===== config.mk =====
export PLATFORM = sky130hd
export DESIGN_NAME = irq_inject_ctrl
export DESIGN_NICKNAME = d
export VERILOG_FILES = /design/src/rtl/irq_inject_ctrl_pkg.sv /design/src/rtl/irq_fifo.sv /design/src/rtl/irq_inject_ctrl.sv
export SDC_FILE = /design/constraint.sdc
export NUM_CORES = 1
export LEC_CHECK = 0
export ABC_AREA = 1
export ABC_CLOCK_PERIOD_IN_PS = 9600
export CAP_MARGIN = 10
export CORE_ASPECT_RATIO = 0.5
export CORE_MARGIN = 5
export CORE_UTILIZATION = 40
export CTS_CLUSTER_SIZE = 14
export DETAILED_ROUTE_END_ITERATION = 8
export HOLD_SLACK_MARGIN = 0.12
export PLACE_DENSITY = 0.68
export SLEW_MARGIN = 10
export SYNTH_ARGS = -nofsm -noshare
export SYNTH_HDL_FRONTEND = slang
export SYNTH_SLANG_ARGS = --single-unit

===== constraint.sdc =====
create_clock -name clock -period 9.6 [get_ports clock]
set_clock_uncertainty 0.2 [all_clocks]
set_input_delay 2.4 -clock clock [delete_from_list [all_inputs] [get_ports clock]]
set_output_delay 2.4 -clock clock [all_outputs]
set_load 0.005 [all_outputs]

===== src/rtl/irq_inject_ctrl_pkg.sv =====
// Shared defaults and helpers for the interrupt-instruction injector.
// A queued entry is {channel, instruction}; instruction zero is the NOP encoding and is never queued.
package irq_inject_ctrl_pkg;

    localparam int NUM_CH_DEFAULT = 4;
    localparam int DEPTH_DEFAULT  = 4;
    localparam int IW_DEFAULT     = 32;

    // Instruction occupies the low bits of a queue entry.
    localparam int INSTR_LSB = 0;

    // Channel field sits directly above the instruction.
    function automatic int ch_lsb(input int iw);
        return iw;
    endfunction

    // Increment modulo n, valid for any n >= 1.
    function automatic int wrap_inc(input int v, input int n);
        return (v + 1 >= n) ? 0 : v + 1;
    endfunction

endpackage


===== src/rtl/irq_fifo.sv =====
// Synchronous FIFO with a combinational head read (no read latency).
// Pointers and occupancy reset asynchronously; storage is left unreset since the head is gated by empty.
module irq_fifo #(
    parameter int W     = 34,
    parameter int DEPTH = 4
) (
    input  logic                     clock,
    input  logic                     reset,
    input  logic                     push,
    input  logic [W-1:0]             wr_data,
    input  logic                     pop,
    output logic [W-1:0]             rd_data,
    output logic                     full,
    output logic                     empty,
    output logic [$clog2(DEPTH):0]   count
);

    localparam int AW = $clog2(DEPTH);
    localparam logic [AW:0] FULL_LEVEL = (AW+1)'(DEPTH);

    logic [W-1:0]  mem [DEPTH];
    logic [AW-1:0] wr_ptr_reg;
    logic [AW-1:0] rd_ptr_reg;
    logic [AW:0]   count_reg;

    always_ff @(posedge clock or negedge reset) begin
        if (!reset) begin
            wr_ptr_reg <= '0;
            rd_ptr_reg <= '0;
            count_reg  <= '0;
        end else begin
            if (push) wr_ptr_reg <= wr_ptr_reg + AW'(1);
            if (pop)  rd_ptr_reg <= rd_ptr_reg + AW'(1);
            case ({push, pop})
                2'b10:   count_reg <= count_reg + (AW+1)'(1);
                2'b01:   count_reg <= count_reg - (AW+1)'(1);
                default: count_reg <= count_reg;
            endcase
        end
    end

    always_ff @(posedge clock) begin
        if (push) mem[wr_ptr_reg] <= wr_data;
    end

    assign rd_data = mem[rd_ptr_reg];
    assign full    = (count_reg == FULL_LEVEL);
    assign empty   = (count_reg == '0);
    assign count   = count_reg;

endmodule


===== src/rtl/irq_inject_ctrl.sv =====
// Multi-channel interrupt-instruction injector: round-robin arbiter into a shared FIFO,
// drained one entry per un-stalled, un-flushed fetch slot while injection is enabled.
module irq_inject_ctrl
    import irq_inject_ctrl_pkg::*;
#(
    parameter int NUM_CH = NUM_CH_DEFAULT,
    parameter int DEPTH  = DEPTH_DEFAULT,
    parameter int IW     = IW_DEFAULT
) (
    input  logic                       clock,
    input  logic                       reset,
    input  logic [NUM_CH-1:0]          irq_valid,
    input  logic [NUM_CH*IW-1:0]       irq_instr,
    input  logic [NUM_CH-1:0]          irq_mask,
    output logic [NUM_CH-1:0]          irq_ready,
    input  logic                       inj_enable,
    input  logic                       pipe_stall,
    input  logic                       pipe_flush,
    output logic [IW-1:0]              inject_instr,
    output logic                       inject_valid,
    output logic [$clog2(NUM_CH)-1:0]  inject_ch,
    output logic [$clog2(DEPTH):0]     fifo_count,
    output logic                       err_zero
);

    localparam int CW     = $clog2(NUM_CH);
    localparam int EW     = IW + CW;
    localparam int CH_LSB = ch_lsb(IW);

    logic [IW-1:0]     ch_instr [NUM_CH];
    logic [NUM_CH-1:0] eligible;
    logic              grant_found;
    logic [CW-1:0]     grant_idx;
    logic [IW-1:0]     grant_instr;
    logic [CW-1:0]     rr_next;
    logic              accept;
    logic              push;
    logic              pop;
    logic [EW-1:0]     head_entry;
    logic              fifo_full;
    logic              fifo_empty;
    logic [CW-1:0]     rr_ptr_reg;
    logic              err_zero_reg;

    for (genvar gi = 0; gi < NUM_CH; gi++) begin : g_unpack
        assign ch_instr[gi] = irq_instr[gi*IW +: IW];
        assign eligible[gi] = irq_valid[gi] & ~irq_mask[gi];
    end

    // Scan from rr_ptr upward with wrap; the first eligible channel wins.
    always_comb begin
        int idx;
        grant_found = 1'b0;
        grant_idx   = '0;
        grant_instr = '0;
        rr_next     = rr_ptr_reg;
        idx         = 0;
        for (int i = 0; i < NUM_CH; i++) begin
            idx = int'(rr_ptr_reg) + i;
            if (idx >= NUM_CH) idx = idx - NUM_CH;
            if (!grant_found && eligible[idx]) begin
                grant_found = 1'b1;
                grant_idx   = idx[CW-1:0];
                grant_instr = ch_instr[idx];
                rr_next     = CW'(wrap_inc(idx, NUM_CH));
            end
        end
    end

    // Full blocks the grant even when a pop is happening this cycle; ready is held low in reset.
    assign accept = grant_found & ~fifo_full & reset;
    assign push   = accept & (grant_instr != '0);

    always_comb begin
        irq_ready = '0;
        if (accept) irq_ready[grant_idx] = 1'b1;
    end

    always_ff @(posedge clock or negedge reset) begin
        if (!reset) begin
            rr_ptr_reg   <= '0;
            err_zero_reg <= 1'b0;
        end else if (accept) begin
            rr_ptr_reg <= rr_next;
            if (grant_instr == '0) err_zero_reg <= 1'b1;
        end
    end

    irq_fifo #(
        .W     (EW),
        .DEPTH (DEPTH)
    ) u_fifo (
        .clock   (clock),
        .reset   (reset),
        .push    (push),
        .wr_data ({grant_idx, grant_instr}),
        .pop     (pop),
        .rd_data (head_entry),
        .full    (fifo_full),
        .empty   (fifo_empty),
        .count   (fifo_count)
    );

    assign inject_valid = ~fifo_empty & inj_enable;
    assign pop          = inject_valid & ~pipe_stall & ~pipe_flush;
    assign inject_instr = inject_valid ? head_entry[INSTR_LSB +: IW] : '0;
    assign inject_ch    = inject_valid ? head_entry[CH_LSB +: CW] : '0;
    assign err_zero     = err_zero_reg;

endmodule

==> results.toml, run 1 <==
[status]
outcome = "complete, no violations"

[clock_network]
cts-root-buf = "clkbuf_16"
postCtsResizedCells = 0
h-tree-depth = 4
postCtsSetupRepairBufs = 0
path_clk_slew_ns = 0.06
numCtsBuffers = 17
cts_hold_buf = 0
insertion_delay_ns = 0.41
cts_tree = "yes"
cts_buffer_depth = 2
cts_sinks = 146

[power]
totalPowerFinal_mw = 4.90
p_per_area_mw_per_mm2 = 380
peakVddDrop_mv = 0.170
p_leak_nw = 5.61

[sta]
rsz0062_at_grt = "no"
worst_slew_pin_slew_ns = 1.01
fmax_mhz = 117
setup_tns_ns = 0
period_needed_ns = 8.52
fin_hold_ws_ns = 0.300
slew_viol_final = 0
finalCritPeriodShare_pct = 88.7
setup-violations-final = 0
slew_headroom_pct = 32.8
hold_viol = 0

[cells_and_area]
largest_reg_flops = 136
nFillCells = 2379
fin_nets = 1699
area_growth_pct = 24.0
diodes = 0
regArea_mm2 = 0.00434
drive_above_1_share_pct = 5.57
stdcell_count = 1905
multi_input_area_mm2 = 0.00503

[global_routing]
antenna_found_initial = 0
grt_use_total_pct = 20.7
grt_max_degree = 81
gr-total-overflow = 0
grt_pass1_wl_um = 48500
grt_pass1_vias = 9101

[synthesis]
syn_inst = 1420
syn_nets = 1571
ys_ff_latch = 146
synthArstFlopShare_pct = 6.85
syn-cell-area_mm2 = 0.0104
yosysWarnings = 0
seq_area_frac_synth_pct = 41.6
ys.flop_type = "edfxtp_1"
synth_edf_count = 136
syn_area_per_cell_um2 = 7.33
synth.distinct_cells = 40

[worst_setup_path]
rr_startpoint = "rr_ptr_reg[0]$_DFFE_PN0P_"
slowest_stage = "nor2_4"
slowest_delay_ns = 0.52
cp_max_fo = 36
end_kind = "output pin"
path_buf_inv = 6
worstReg2RegEnd = "u_fifo.mem[0][28]$_DFFE_PP_"
reg2reg_slack_ns = 3.76
cp_top_family = "buffers and inverters"
worst-setup-path-type = "primary input to output pin"
crit_arrival_ns = 5.92
startpoint_type = "primary input"
path_cells = "clkdlybuf4s50_1 > inv_1 > nand3_1 > nand2_1 > nand2_1 > nand2_4 > inv_2 > nand2_2 > nor2_4 > inv_1 > o21ai_0 > o22ai_1 > nand2_1 > o21a_1 > inv_1 > nor2_1 > clkdlybuf4s50_1"
worstPathRequired_ns = 7.00
rr_worst_depth = 18

[placed_design]
hpwl_um = 21700
placed_cells = 1873
port-buffer-count = 183
gp_congestion = 0.888

[floorplan]
io_pins = 184
coreArea_mm2 = 0.0254
die_w_um = 238
die_h_um = 124
die_area_mm2 = 0.0296
initial_core_util_pct = 41.0
row_count = 41

[min_path]
holdPathEnd = "err_zero$_DFFE_PN0P_"
worstHoldPathCells = 1
hp-start = "err_zero$_DFFE_PN0P_"
hold_path_class = "flip-flop to flip-flop"

[routing]
vias = 9694
top_layer = "met4"
dr_wl_met2_um = 14700
antenna_left = 0
drtIter0Drc = 828
dr.pass1.iters = 5
dr_wl_met3_um = 1320
route.detailed.drc = 0
wl_um = 31300
wl_per_cell_um = 16.4
wl_met1_um = 14600
drt-vias-per-instance = 5.09

[job]
maxCapViolCount = 0
## power by group
| group | switching (mW) | internal (mW) | total [mW] | leakage [nW] |
|---|---|---|---|---|
| Sequential | 0.0904 | 1.17 | 1.26 | 1.37 |
| Combinational | 2.03 | 0.974 | 3.01 | 3.95 |
| Clock | 0.231 | 0.405 | 0.636 | 0.287 |
## through the flow
step | util [%] | instance area [µm²] | setup slack (ns)
finish | 50.8 | 12900 | 1.08
CTS | 50.8 | 12900 | 1.07
global route | 50.8 | 12900 | 0.813
global placement | 48.6 | 12300 | 1.19
floorplan | - | 10400 | 3.12
detailed placement | 48.6 | 12300 | 1.08
## layout make-up
cell class	count	area share, %
Multi-Input combinational cell	1029	39.0
Sequential cell	146	33.6
Timing Repair Buffer	198	15.1
Inverter	156	4.54
Clock buffer	20	3.38
Tap cell	344	3.33
Clock inverter	12	1.10
## cells in the final DEF, fill, tap and decap left out, types with 16 or more instances in the layout
| cell | count |
|---|---|
| inv_1 | 149 |
| nand2_1 | 348 |
| nand3_1 | 20 |
| mux2i_1 | 62 |
| edfxtp_1 | 136 |
| o21ai_1 | 50 |
| or2_2 | 16 |
| nor2_1 | 214 |
| clkbuf_16 | 17 |
| o21ai_0 | 202 |
| a21oi_1 | 46 |
| clkdlybuf4s50_1 | 183 |
## worst register-to-register path, stage by stage (launching register included)
cell,delay (ns)
dfrtp_4,0.72
inv_2,0.81
ha_2,0.49
inv_2,0.08
buf_4,0.53
nand2_1,0.11
nand2_1,0.15
nand4_2,0.28
buf_4,0.36
nor2_1,0.15
nor2_1,0.14
nand2_1,0.11
nor2_1,0.04
nand2_1,0.08
nor2_1,0.05
nand2_2,0.11
nand2_4,0.10
nor2_2,0.48
buf_4,0.48
## how the worst max path moves through the flow
stage,start,to,slack [ns],cells after the start
final,irq_mask[0],irq_ready[3],1.08,17
after CTS,irq_mask[0],irq_ready[3],1.07,17
after global routing,irq_mask[3],irq_ready[2],0.81,17
after global placement,irq_mask[0],irq_ready[2],1.19,17
after floorplan,irq_mask[3],irq_ready[2],3.12,16
after detailed placement,irq_mask[0],irq_ready[3],1.08,17
## cells in the mapped netlist (3+ instances only)
library cell | instances | area [µm²]
buf_4 | 9 | 67.6
xor2_1 | 3 | 26.3
ha_1 | 9 | 113
nand2_4 | 3 | 33.8
nand2_1 | 348 | 1310
edfxtp_1 | 136 | 4080
nand3_2 | 3 | 30.0
and2_1 | 8 | 50.1
mux2i_1 | 62 | 621
nor2_1 | 218 | 818
nand3_1 | 20 | 100
or2_2 | 16 | 100
o21ai_1 | 50 | 250
buf_1 | 5 | 18.8
or2_1 | 3 | 18.8
buf_6 | 10 | 113
nand2_2 | 3 | 18.8
inv_2 | 3 | 11.3
inv_1 | 151 | 567
buf_2 | 24 | 120
dfrtp_1 | 10 | 250
a21oi_1 | 46 | 230
o21ai_0 | 202 | 1010
a21boi_1 | 7 | 52.6
clkbuf_1 | 40 | 150
nand4_1 | 11 | 68.8
## per-layer routing
metal / global-route usage [%] / vias up
met1: 28.6 / 4506
li1: - / 4876
met2: 34.8 / 272
met3: 2.48 / 40
met5: 0 / -
met4: 5.87 / 0
## cells by family (layout without fill, tap and decap cells)
family	count (synthesis)	after routing	share of synthesized area, %
buf+inv	245	386	10.3
simple gates	638	638	25.0
compound gates	314	314	15.5
xor+xnor	5	5	0.421
flops	146	146	41.6
fa+ha+maj	10	10	1.27
mux	62	62	5.96
Note: power is estimated with default switching activity, not from simulation.
==> run 2: changes to the inputs <==
--- a/config.mk
+++ b/config.mk
@@ -15,7 +15,6 @@
 export DETAILED_ROUTE_END_ITERATION = 8
 export HOLD_SLACK_MARGIN = 0.12
 export PLACE_DENSITY = 0.68
-export SLEW_MARGIN = 10
 export SYNTH_ARGS = -nofsm -noshare
 export SYNTH_HDL_FRONTEND = slang
 export SYNTH_SLANG_ARGS = --single-unit
==> results of run 2 <==
No change in the layout: final DEF, timing and power equal those of run 1.
==> run 3: changes to the inputs <==
--- a/config.mk
+++ b/config.mk
@@ -14,6 +14,7 @@
 export CTS_CLUSTER_SIZE = 14
 export DETAILED_ROUTE_END_ITERATION = 8
 export HOLD_SLACK_MARGIN = 0.12
+export MAX_ROUTING_LAYER = met4
 export PLACE_DENSITY = 0.68
 export SYNTH_ARGS = -nofsm -noshare
 export SYNTH_HDL_FRONTEND = slang
==> results.toml, run 3 (same netlist as run 1, synthesis figures left out) <==
[status]
outcome = "complete, no violations"

[clock_network]
cts_sinks = 146
cts_hold_buf = 0
numCtsBuffers = 17
path_clk_slew_ns = 0.06
postCtsSetupRepairBufs = 0
postCtsResizedCells = 0
h-tree-depth = 4
insertion_delay_ns = 0.41
cts_tree = "yes"
cts-root-buf = "clkbuf_16"
cts_buffer_depth = 2

[worst_setup_path]
cp_max_fo = 36
worstReg2RegEnd = "u_fifo.mem[3][10]$_DFFE_PP_"
worstPathRequired_ns = 7.00
rr_worst_depth = 18
rr_startpoint = "rr_ptr_reg[0]$_DFFE_PN0P_"
end_kind = "output pin"
worst-setup-path-type = "primary input to output pin"
crit_arrival_ns = 5.98
reg2reg_slack_ns = 3.82
startpoint_type = "primary input"

[sta]
slew_headroom_pct = 34.1
slew_viol_final = 0
setup-violations-final = 0
setup_tns_ns = 0
fin_hold_ws_ns = 0.302
rsz0062_at_grt = "no"
fmax_mhz = 116
hold_viol = 0
worst_slew_pin_slew_ns = 0.988
finalCritPeriodShare_pct = 89.4
period_needed_ns = 8.58
fin_ws_ns = 1.02

[power]
p_per_area_mw_per_mm2 = 382
p_leak_nw = 5.63
peakVddDrop_mv = 0.178

[routing]
dr.pass1.iters = 5
drtIter0Drc = 706
wl_per_cell_um = 16.5
wl_um = 31400
drt-vias-per-instance = 5.09
route.detailed.drc = 0
vias = 9698
antenna_left = 0

[min_path]
worstHoldPathCells = 1
hp-start = "err_zero$_DFFE_PN0P_"
hold_path_class = "flip-flop to flip-flop"
holdPathEnd = "err_zero$_DFFE_PN0P_"

[floorplan]
row_count = 41
initial_core_util_pct = 41.0
coreArea_mm2 = 0.0254
die_area_mm2 = 0.0296
die_w_um = 238
die_h_um = 124
io_pins = 184

[cells_and_area]
drive_above_1_share_pct = 5.57
diodes = 0
nFillCells = 2348
mostFrequentLayoutCells = "nand2_1, nor2_1, o21ai_0"
final_common_cell = "nand2_1"
area_growth_pct = 24.5
largest_reg_flops = 136
fin_nets = 1699
stdcell_count = 1905

[placed_design]
placed_cells = 1873
gp_congestion = 0.894
place_ws_ns = 1.09
port-buffer-count = 183
hpwl_um = 21700

[global_routing]
grt_pass1_wl_um = 47900
gr-total-overflow = 0
antenna_found_initial = 0
grt_max_degree = 88
grt_pass1_vias = 9135
grt_use_total_pct = 21.1

[job]
maxCapViolCount = 0
==> run 3: how the worst max path moves through the flow <==
| stage | startpoint | endpoint | slack (ns) | depth (start not counted) |
|---|---|---|---|---|
| final | irq_mask[0] | irq_ready[3] | 1.02 | 17 |
| after global placement | irq_mask[0] | irq_ready[2] | 1.19 | 17 |
| after floorplan | irq_mask[3] | irq_ready[2] | 3.12 | 16 |
| after detailed placement | irq_mask[0] | irq_ready[3] | 1.09 | 17 |
| after global routing | irq_mask[3] | irq_ready[2] | 0.76 | 17 |
| after CTS | irq_mask[0] | irq_ready[3] | 1.08 | 17 |
==> run 3: metal layers <==
metal,share of wire (%),global-route usage (%)
met1,46,28.5
met2,47,34.1
met3,4.3,2.12
met4,2.5,6.63
met5,0,-
==> run 3: metrics by stage <==
| stage | total power, mW | utilization, % | area [µm²] |
|---|---|---|---|
| after floorplan | 3.32 | - | 10400 |
| after global placement | 4.16 | 48.6 | 12300 |
| after detailed placement | 4.25 | 48.6 | 12300 |
| after CTS | 4.94 | 51.1 | 13000 |
| after global routing | 5.34 | 51.1 | 13000 |
| final | 4.95 | 51.1 | 13000 |
==> run 3: final cells by class <==
cell class / count / area, µm² / share of cell area [%]
multi-input cells: 1029 / 5030 / 38.8
flip-flops and latches: 146 / 4340 / 33.5
repair buffers: 198 / 1940 / 15.0
inverters: 156 / 586 / 4.52
clock buffers: 25 / 539 / 4.16
well taps: 344 / 430 / 3.32
clock inverters: 7 / 91.3 / 0.705
==> run 3: worst max-delay path, stage by stage <==
cell and delay (ns):
clkdlybuf4s50_1 0.46, inv_1 0.06, nand3_1 0.09, nand2_1 0.08, nand2_1 0.10, nand2_4 0.28, inv_2 0.34, nand2_2 0.10
nor2_4 0.53, inv_1 0.18, o21ai_0 0.14, o22ai_1 0.09, nand2_1 0.09, o21a_1 0.28, inv_1 0.09, nor2_1 0.10
clkdlybuf4s50_1 0.51
==> run 3: report_power, final <==
group,internal [mW],switching (mW)
clock network,0.442,0.239
logic,0.975,2.04
registers,1.17,0.0878
total,2.58,2.37
